File: src/rtl/mac_sequencer.sv
// mac_sequencer: drives the shared 8x8 signed multiplier through a multiply-accumulate
// job. A job length is taken with start, operand pairs arrive over a valid/ready stream,
// and the wrapped signed sum is returned on a valid/ready result port.
//
// state | meaning
// IDLE  | waiting for start; out_acc keeps the last result
// LOAD  | in_ready high, waiting for an operand pair
// MUL   | operands stable at the multiplier, product captured
// ACC   | product added into the accumulator, pair count decremented
// DONE  | out_valid high, result held until out_ready
module mac_sequencer #(
    parameter int ACC_W = 24
) (
    input  logic             clk,
    input  logic             rst_n,
    input  logic             start,
    input  logic [7:0]       len,
    output logic             busy,
    input  logic             in_valid,
    output logic             in_ready,
    input  logic [7:0]       in_x,
    input  logic [7:0]       in_y,
    output logic [7:0]       mult_x,
    output logic [7:0]       mult_y,
    input  logic [15:0]      mult_p,
    output logic             out_valid,
    input  logic             out_ready,
    output logic [ACC_W-1:0] out_acc,
    output logic             overflow
);

    typedef enum logic [2:0] {
        IDLE = 3'd0,
        LOAD = 3'd1,
        MUL  = 3'd2,
        ACC  = 3'd3,
        DONE = 3'd4
    } state_t;

    state_t                   state;
    state_t                   state_nxt;
    logic [7:0]               count;
    logic signed [15:0]       prod;
    logic signed [ACC_W-1:0]  acc;
    logic signed [ACC_W-1:0]  prod_ext;
    logic signed [ACC_W-1:0]  sum;
    logic                     ovf_now;

    // A signed size cast sign-extends the 16-bit product to the accumulator width.
    assign prod_ext = ACC_W'(prod);
    assign sum      = acc + prod_ext;
    // Signed overflow: both addends share a sign that the wrapped sum does not.
    assign ovf_now  = (acc[ACC_W-1] == prod_ext[ACC_W-1]) && (sum[ACC_W-1] != acc[ACC_W-1]);

    // State register.
    always_ff @(posedge clk or negedge rst_n) begin
        if (!rst_n) begin
            state <= IDLE;
        end else begin
            state <= state_nxt;
        end
    end

    // Next-state decode.
    always_comb begin
        state_nxt = state;
        case (state)
            IDLE: begin
                if (start) begin
                    state_nxt = (len != 8'd0) ? LOAD : DONE;
                end
            end
            LOAD: begin
                if (in_valid && in_ready) begin
                    state_nxt = MUL;
                end
            end
            MUL:  state_nxt = ACC;
            ACC:  state_nxt = (count == 8'd1) ? DONE : LOAD;
            DONE: begin
                if (out_ready) begin
                    state_nxt = IDLE;
                end
            end
            default: state_nxt = IDLE;
        endcase
    end

    // Datapath and registered handshake outputs, all aligned to the state being entered.
    always_ff @(posedge clk or negedge rst_n) begin
        if (!rst_n) begin
            busy      <= 1'b0;
            in_ready  <= 1'b0;
            out_valid <= 1'b0;
            out_acc   <= '0;
            mult_x    <= 8'd0;
            mult_y    <= 8'd0;
            overflow  <= 1'b0;
            count     <= 8'd0;
            prod      <= 16'sd0;
            acc       <= '0;
        end else begin
            busy      <= (state_nxt != IDLE);
            in_ready  <= (state_nxt == LOAD);
            out_valid <= (state_nxt == DONE);
            case (state)
                IDLE: begin
                    if (start) begin
                        acc      <= '0;
                        overflow <= 1'b0;
                        count    <= len;
                        if (len == 8'd0) begin
                            out_acc <= '0;
                        end
                    end
                end
                LOAD: begin
                    if (in_valid && in_ready) begin
                        mult_x <= in_x;
                        mult_y <= in_y;
                    end
                end
                MUL: begin
                    prod <= $signed(mult_p);
                end
                ACC: begin
                    acc      <= sum;
                    overflow <= overflow | ovf_now;
                    count    <= count - 8'd1;
                    if (count == 8'd1) begin
                        out_acc <= sum;
                    end
                end
                default: begin
                end
            endcase
        end
    end

endmodule

File: config.mk
export PLATFORM = sky130hd
export DESIGN_NAME = mac_sequencer
export DESIGN_NICKNAME = d
export VERILOG_FILES = /design/src/rtl/mac_sequencer.sv
export SDC_FILE = /design/constraint.sdc
export NUM_CORES = 1
export LEC_CHECK = 0
export BUFFER_PORTS_ARGS = -buffer_cell sky130_fd_sc_hd__buf_2
export CAP_MARGIN = 20
export CORE_AREA = 5 5 148 150
export CTS_BUF_LIST = sky130_fd_sc_hd__clkbuf_4 sky130_fd_sc_hd__clkbuf_8
export DETAILED_ROUTE_END_ITERATION = 8
export DIE_AREA = 0 0 153 155
export PLACE_DENSITY = 0.51
export SLEW_MARGIN = 30
export SYNTH_ARGS = -nofsm -noshare
export SYNTH_HDL_FRONTEND = slang
export SYNTH_SLANG_ARGS = --single-unit
File: constraint.sdc
create_clock -name clk -period 7.3 [get_ports clk]
set_clock_uncertainty 0.1 [all_clocks]
set_input_delay 1.46 -clock clk [delete_from_list [all_inputs] [get_ports clk]]
set_output_delay 1.46 -clock clk [all_outputs]
set_load 0.01 [all_outputs]
# [Word level (Yosys, flattened, before mapping)]
# Index checks and enable logic that the tools add are counted.
# Widths: inputs -> output; s select.
[word_totals] word_cells=52 out_inout_bits=44 ff_bits=95
[classes] mux=16 eq_ne=12 add_sub_neg=2 n_bitwise=1 reduce_logical=10
[op_table] op="$mux 24" count=4
[op_table] op="$pmux 24 s2" count=2
[op_table] op="$add 24x16->24" count=1
[op_table] op="$pmux 8 s2" count=1
[op_table] op="$mux 3" count=5
[op_table] op="$pmux 3 s5" count=1
[op_table] op="$eq 8x1->1 const B" count=1
[op_table] op="$logic_not 8->1" count=1
[op_table] op="$mux 8" count=1
[op_table] op="$reduce_bool 8->1" count=1
[op_table] op="$sub 8x1->8 const B" count=1
[op_table] op="$eq 3x1->1 const B" count=2
[op_table] op="$eq 3x2->1 const B" count=2
[op_table] op="$eq 3x3->1 const B" count=2
[op_table] op="$ne 2x2->1 const B" count=3
[op_table] op="$reduce_and 2->1" count=2
[op_table] op="$reduce_and 4->1" count=1
[op_table] op="$logic_not 3->1" count=1
[op_table] op="$reduce_bool 3->1" count=1
[op_table] op="$logic_and 1x1->1" count=2
[op_table] op="$pmux 1 s2" count=1
[op_table] op="$reduce_bool 2->1" count=1
[op_table] op="$eq 1x1->1" count=1
[op_table] op="$mux 1" count=1
[op_table] op="other kinds (2)" count=2

# [Longest topological paths before layout]
[logic_depth] word_depth=5 mapped_depth=9 depth_no_buf=9

# [Worst setup path after synthesis]
# OpenSTA, ideal clock, no wires.
[synth_timing] kind="input port to flip-flop" from="input in_valid" to="register mult_x[0]" arrival_ns=2.705 path_stages=4 required_time_ns=7.075 slack_ns=4.370 path_cell_list="nand2_1 > nor4b_2 > buf_2 > mux2_2"
[synth_via] elab_chain_cells=2
[synth_rtl] element="start, declared" line_no="19" source="input logic in_valid,"
[synth_rtl] element="$logic_and 1x1->1" line_no="118" source="if (in_valid && in_ready) begin"
[synth_rtl] element="$reduce_and 2->1 (no line)"
[synth_rtl] element="end signal, assigned" line_no="119" source="mult_x <= in_x;"
[synth_rtl] element="end, declared" line_no="23" source="output logic [7:0] mult_x,"
# Every way passes these cells.
# A chain may end at the register's enable or synchronous reset.

# [Worst setup path in the final report]
[layout_timing] from="register state[2]" to="register busy"
[layout_via] elab_chain_cells=3 elab_cells_between_ends=10 cone_classes="eq/ne (4); mux (4); reduce/logical (2)"
[layout_rtl] element="start, declared" line_no="40" source="state_t state;"
[layout_rtl] element="start signal, assigned" line_no="60" source="state <= state_nxt;"
[layout_rtl] element="$eq 3x3->1, or another cell as far along" line_no="67" source="case (state)"
[layout_rtl] element="$pmux 3 s5 (*)" line_no="67"
[layout_rtl] element="via state_nxt[2]" line_no="41" source="state_t state_nxt;"
[layout_rtl] element="$reduce_bool 3->1 (*)" line_no="103" source="busy <= (state_nxt != IDLE);"
[layout_rtl] element="end signal, assigned" line_no="103"
[layout_rtl] element="end, declared" line_no="18" source="output logic busy,"
# The timed path passes the listed nets; every way through them passes the cells marked *.

==> results.md <==
- Outcome: completed
- CP Max Fanout: 34
- Total track usage: 0.109
- Clock slew at reported path FFs: 0.10 ns
- Power per cell area: 406 mW/mm²
- Grt total ovfl: 0
- Final hold vios: 0
- Vias per inst: 4.53
- First-pass GRT wire length: 21100 µm
- Setup WS pre-CTS: 3.92 ns
- Peak VDD IR: 0.173 mV
- Min cycle time layout: 3.08 ns
- Seq cells post-synth: 95
- Setup ws final: 4.22 ns
- Ys flop type: dfrtp_1
- Via count: 3866
- GPL Wtd Cong: 0.781
- Unrepaired setup endpoints after global routing: false
- Critical Path End: busy$_DFF_PN0_
- Die Height: 155 µm
- Synth Net Count: 563
- Hold Crit Class: reg2reg
- Worst-margin pin slew: 0.822 ns
- DRC Markers: 0
- CTS buffer count: 9
- Resized cells post-CTS: 0
- Crit Path Class: reg2reg
- Async SR Flop Fraction: 1.00
- Initial antenna violation count: 1
- CTS Buffer Depth: 2
- Sw power: 0.00100 W
- Synth Warn #: 0
- Number of synthesized flops with an enable pin: 0
- Gate Count Post-Synth: 492
- Reg2Reg Launch Point: state[2]$_DFF_PN0_
- Port Buffers: 88
- Drt wl/cell: 14.8 µm
- Post-synth top area share: 0.477
- Iteration-0 DRC Markers: 240
- Final setup violation count: 0
- # rows: 53
- CP arrival: 3.23 ns
- Int Pwr: 0.00142 W
- Post-detail-place hpwl: 9320 µm
- Setup_tns: 0 ns
- Static leakage: 2.75 nW
- Worst reg2reg endpoint: busy$_DFF_PN0_
- Sequential share of power: 0.342
- Die X-Extent: 153 µm
- Clock power share: 0.166
- Largest net degree at the start of global routing: 58
- Critical Path Start Type: register
- Hold Buf Count CTS: 0
- Crit path from: state[2]$_DFF_PN0_
- Placed inst area: 0.00572 mm²
- IO Count: 89
- Nature of the critical path endpoint: register
- Core box area: 0.0206 mm²
- Cell Area, Synth: 0.00498 mm²
- Post-CTS setup buffers: 0
- Layout cells sized above 1: 0.261
- Max-Cap Viols: 0
- FMAX: 325 MHz
- Sw Ratio: 0.414
- Top post-synthesis cells by area: dfrtp_1 (48%), mux2_2 (7.2%), ha_1 (6.3%)
- CTS tree: yes
- Skew-Pair Late Insertion Delay: 0.38 ns
- Remaining antenna violation count: 0
- Antenna Cells: 0
- Combinational share of power: 0.492
- Area grow syn2layout: 19.5%
- Cell accounting for the most synthesized area: dfrtp_1
- FF-to-FF path depth: 8
- Min Hold Slack: 0.379 ns
- Syn avg cell area: 10.1 µm²
- Design area: 0.00595 mm²
- Layout Nets: 645
- R2R Setup Slk: 4.22 ns
- Die area: 0.0237 mm²
- Max Slew Vio Count: 0
- Most frequent cell after synthesis: dfrtp_1
- Synth cell types: 58
- DRT Pass-1 Iters: 4
- Initial Util: 0.242
- Period utilisation layout: 0.422
- Vias in the first global route: 4100
- Post-synthesis sequential area ratio: 0.477
- Final wirelength: 12700 µm
- CTS root buf: clkbuf_8
- Worst relative slew slack: 0.450
- Synth top cells by count: dfrtp_1 (95), nand2_1 (78), o21ai_0 (37)
- Crit path required time: 7.45 ns
- # H-tree levels: 3
- Clock Sinks: 95
-- stage by stage --
step	instances	total power [W]	util
floorplan	492	0.00171	-
global placement	837	0.00203	0.278
detailed placement	838	0.00203	0.278
CTS	854	0.00245	0.289
global route	854	0.00264	0.290
finish	854	0.00242	0.290
-- worst max-delay path: stages (launching register included) --
cell,delay (ns)
dfrtp_1,0.53
inv_1,0.15
nand3_1,0.60
nor2_2,0.32
a21oi_2,0.18
buf_4,0.36
o21ai_0,0.19
o21a_1,0.17
or3_1,0.36
-- registers in the layout, indices dropped and copies added, names as in the netlist --
register	cells
mult_y	8
overflow	1
mult_x	8
out_valid	1
state	3
busy	1
in_ready	1
out_acc	24
prod	16
count	8
acc	24
-- worst min-delay path by stage --
stage,start,endpoint,slack [ns],depth (start not counted)
3_3_place_gp,acc[10]$_DFFE_PN0P_,acc[10]$_DFFE_PN0P_,0.36,2
4_1_cts,acc[10]$_DFFE_PN0P_,acc[10]$_DFFE_PN0P_,0.39,2
6_report,out_acc[16]$_DFFE_PN0P_,out_acc[16]$_DFFE_PN0P_,0.38,2
5_1_grt,count[7]$_DFFE_PN0P_,count[7]$_DFFE_PN0P_,0.40,1
3_5_place_dp,acc[10]$_DFFE_PN0P_,acc[10]$_DFFE_PN0P_,0.36,2
2_1_floorplan,count[7]$_DFFE_PN0P_,count[7]$_DFFE_PN0P_,0.34,1
-- cell type report --
cell class | count | area (µm²)
Tap cell | 275 | 344
Clock inverter | 6 | 92.6
Timing Repair Buffer | 93 | 480
Multi-Input combinational cell | 368 | 2490
Clock buffer | 10 | 138
Inverter | 7 | 26.3
Sequential cell | 95 | 2380
Fill cell | 2213 | 14600
-- placed cells by master (no fill, tap or decap), types with 3 or more instances in the layout --
| master | n |
|---|---|
| inv_1 | 7 |
| buf_2 | 87 |
| a21oi_1 | 33 |
| a211oi_1 | 5 |
| nand2b_1 | 3 |
| xor2_1 | 10 |
| o21a_1 | 7 |
| nor4_1 | 3 |
| clkbuf_8 | 10 |
| nor3_1 | 11 |
| mux2_2 | 32 |
| a22o_1 | 14 |
| a31oi_1 | 3 |
| dfrtp_1 | 95 |
| ha_1 | 25 |
| xnor2_1 | 11 |
| nor2_1 | 24 |
| nand3_1 | 9 |
| nand2_1 | 78 |
| o211ai_1 | 5 |
| buf_4 | 6 |
| o21ai_0 | 37 |
| a21o_1 | 7 |
| nand4_1 | 4 |
-- metal layers --
layer  wire length, µm  global-route usage  up-vias
met3               865              0.0423       21
met2              5680               0.176       98
met5                13                   0        -
met4               152              0.0293        2
met1              5960               0.138     1808
li1                  -                   -     1937
-- cell families (layout without fill, tap and decap cells) --
logic type	count (synthesis)	in the layout	synth area share
AO/OA/AOI/OAI	134	134	0.174
multiplexers	32	32	0.0724
adder cells (fa/ha/maj)	26	26	0.0668
buffers and inverters	29	116	0.0241
flip-flops	95	95	0.477
AND/OR/NAND/NOR	154	154	0.144
XOR/XNOR	22	22	0.0415
-- power by group through the flow --
stage	sequential [W]	combinational, W	clock, W
global route	0.000854	0.00134	0.000438
finish	0.000826	0.00119	0.000403
floorplan	0.000828	0.000885	0
global placement	0.000838	0.00120	0
CTS	0.000829	0.00120	0.000425
detailed placement	0.000835	0.00119	0
Note: power is estimated with default switching activity, not from simulation.
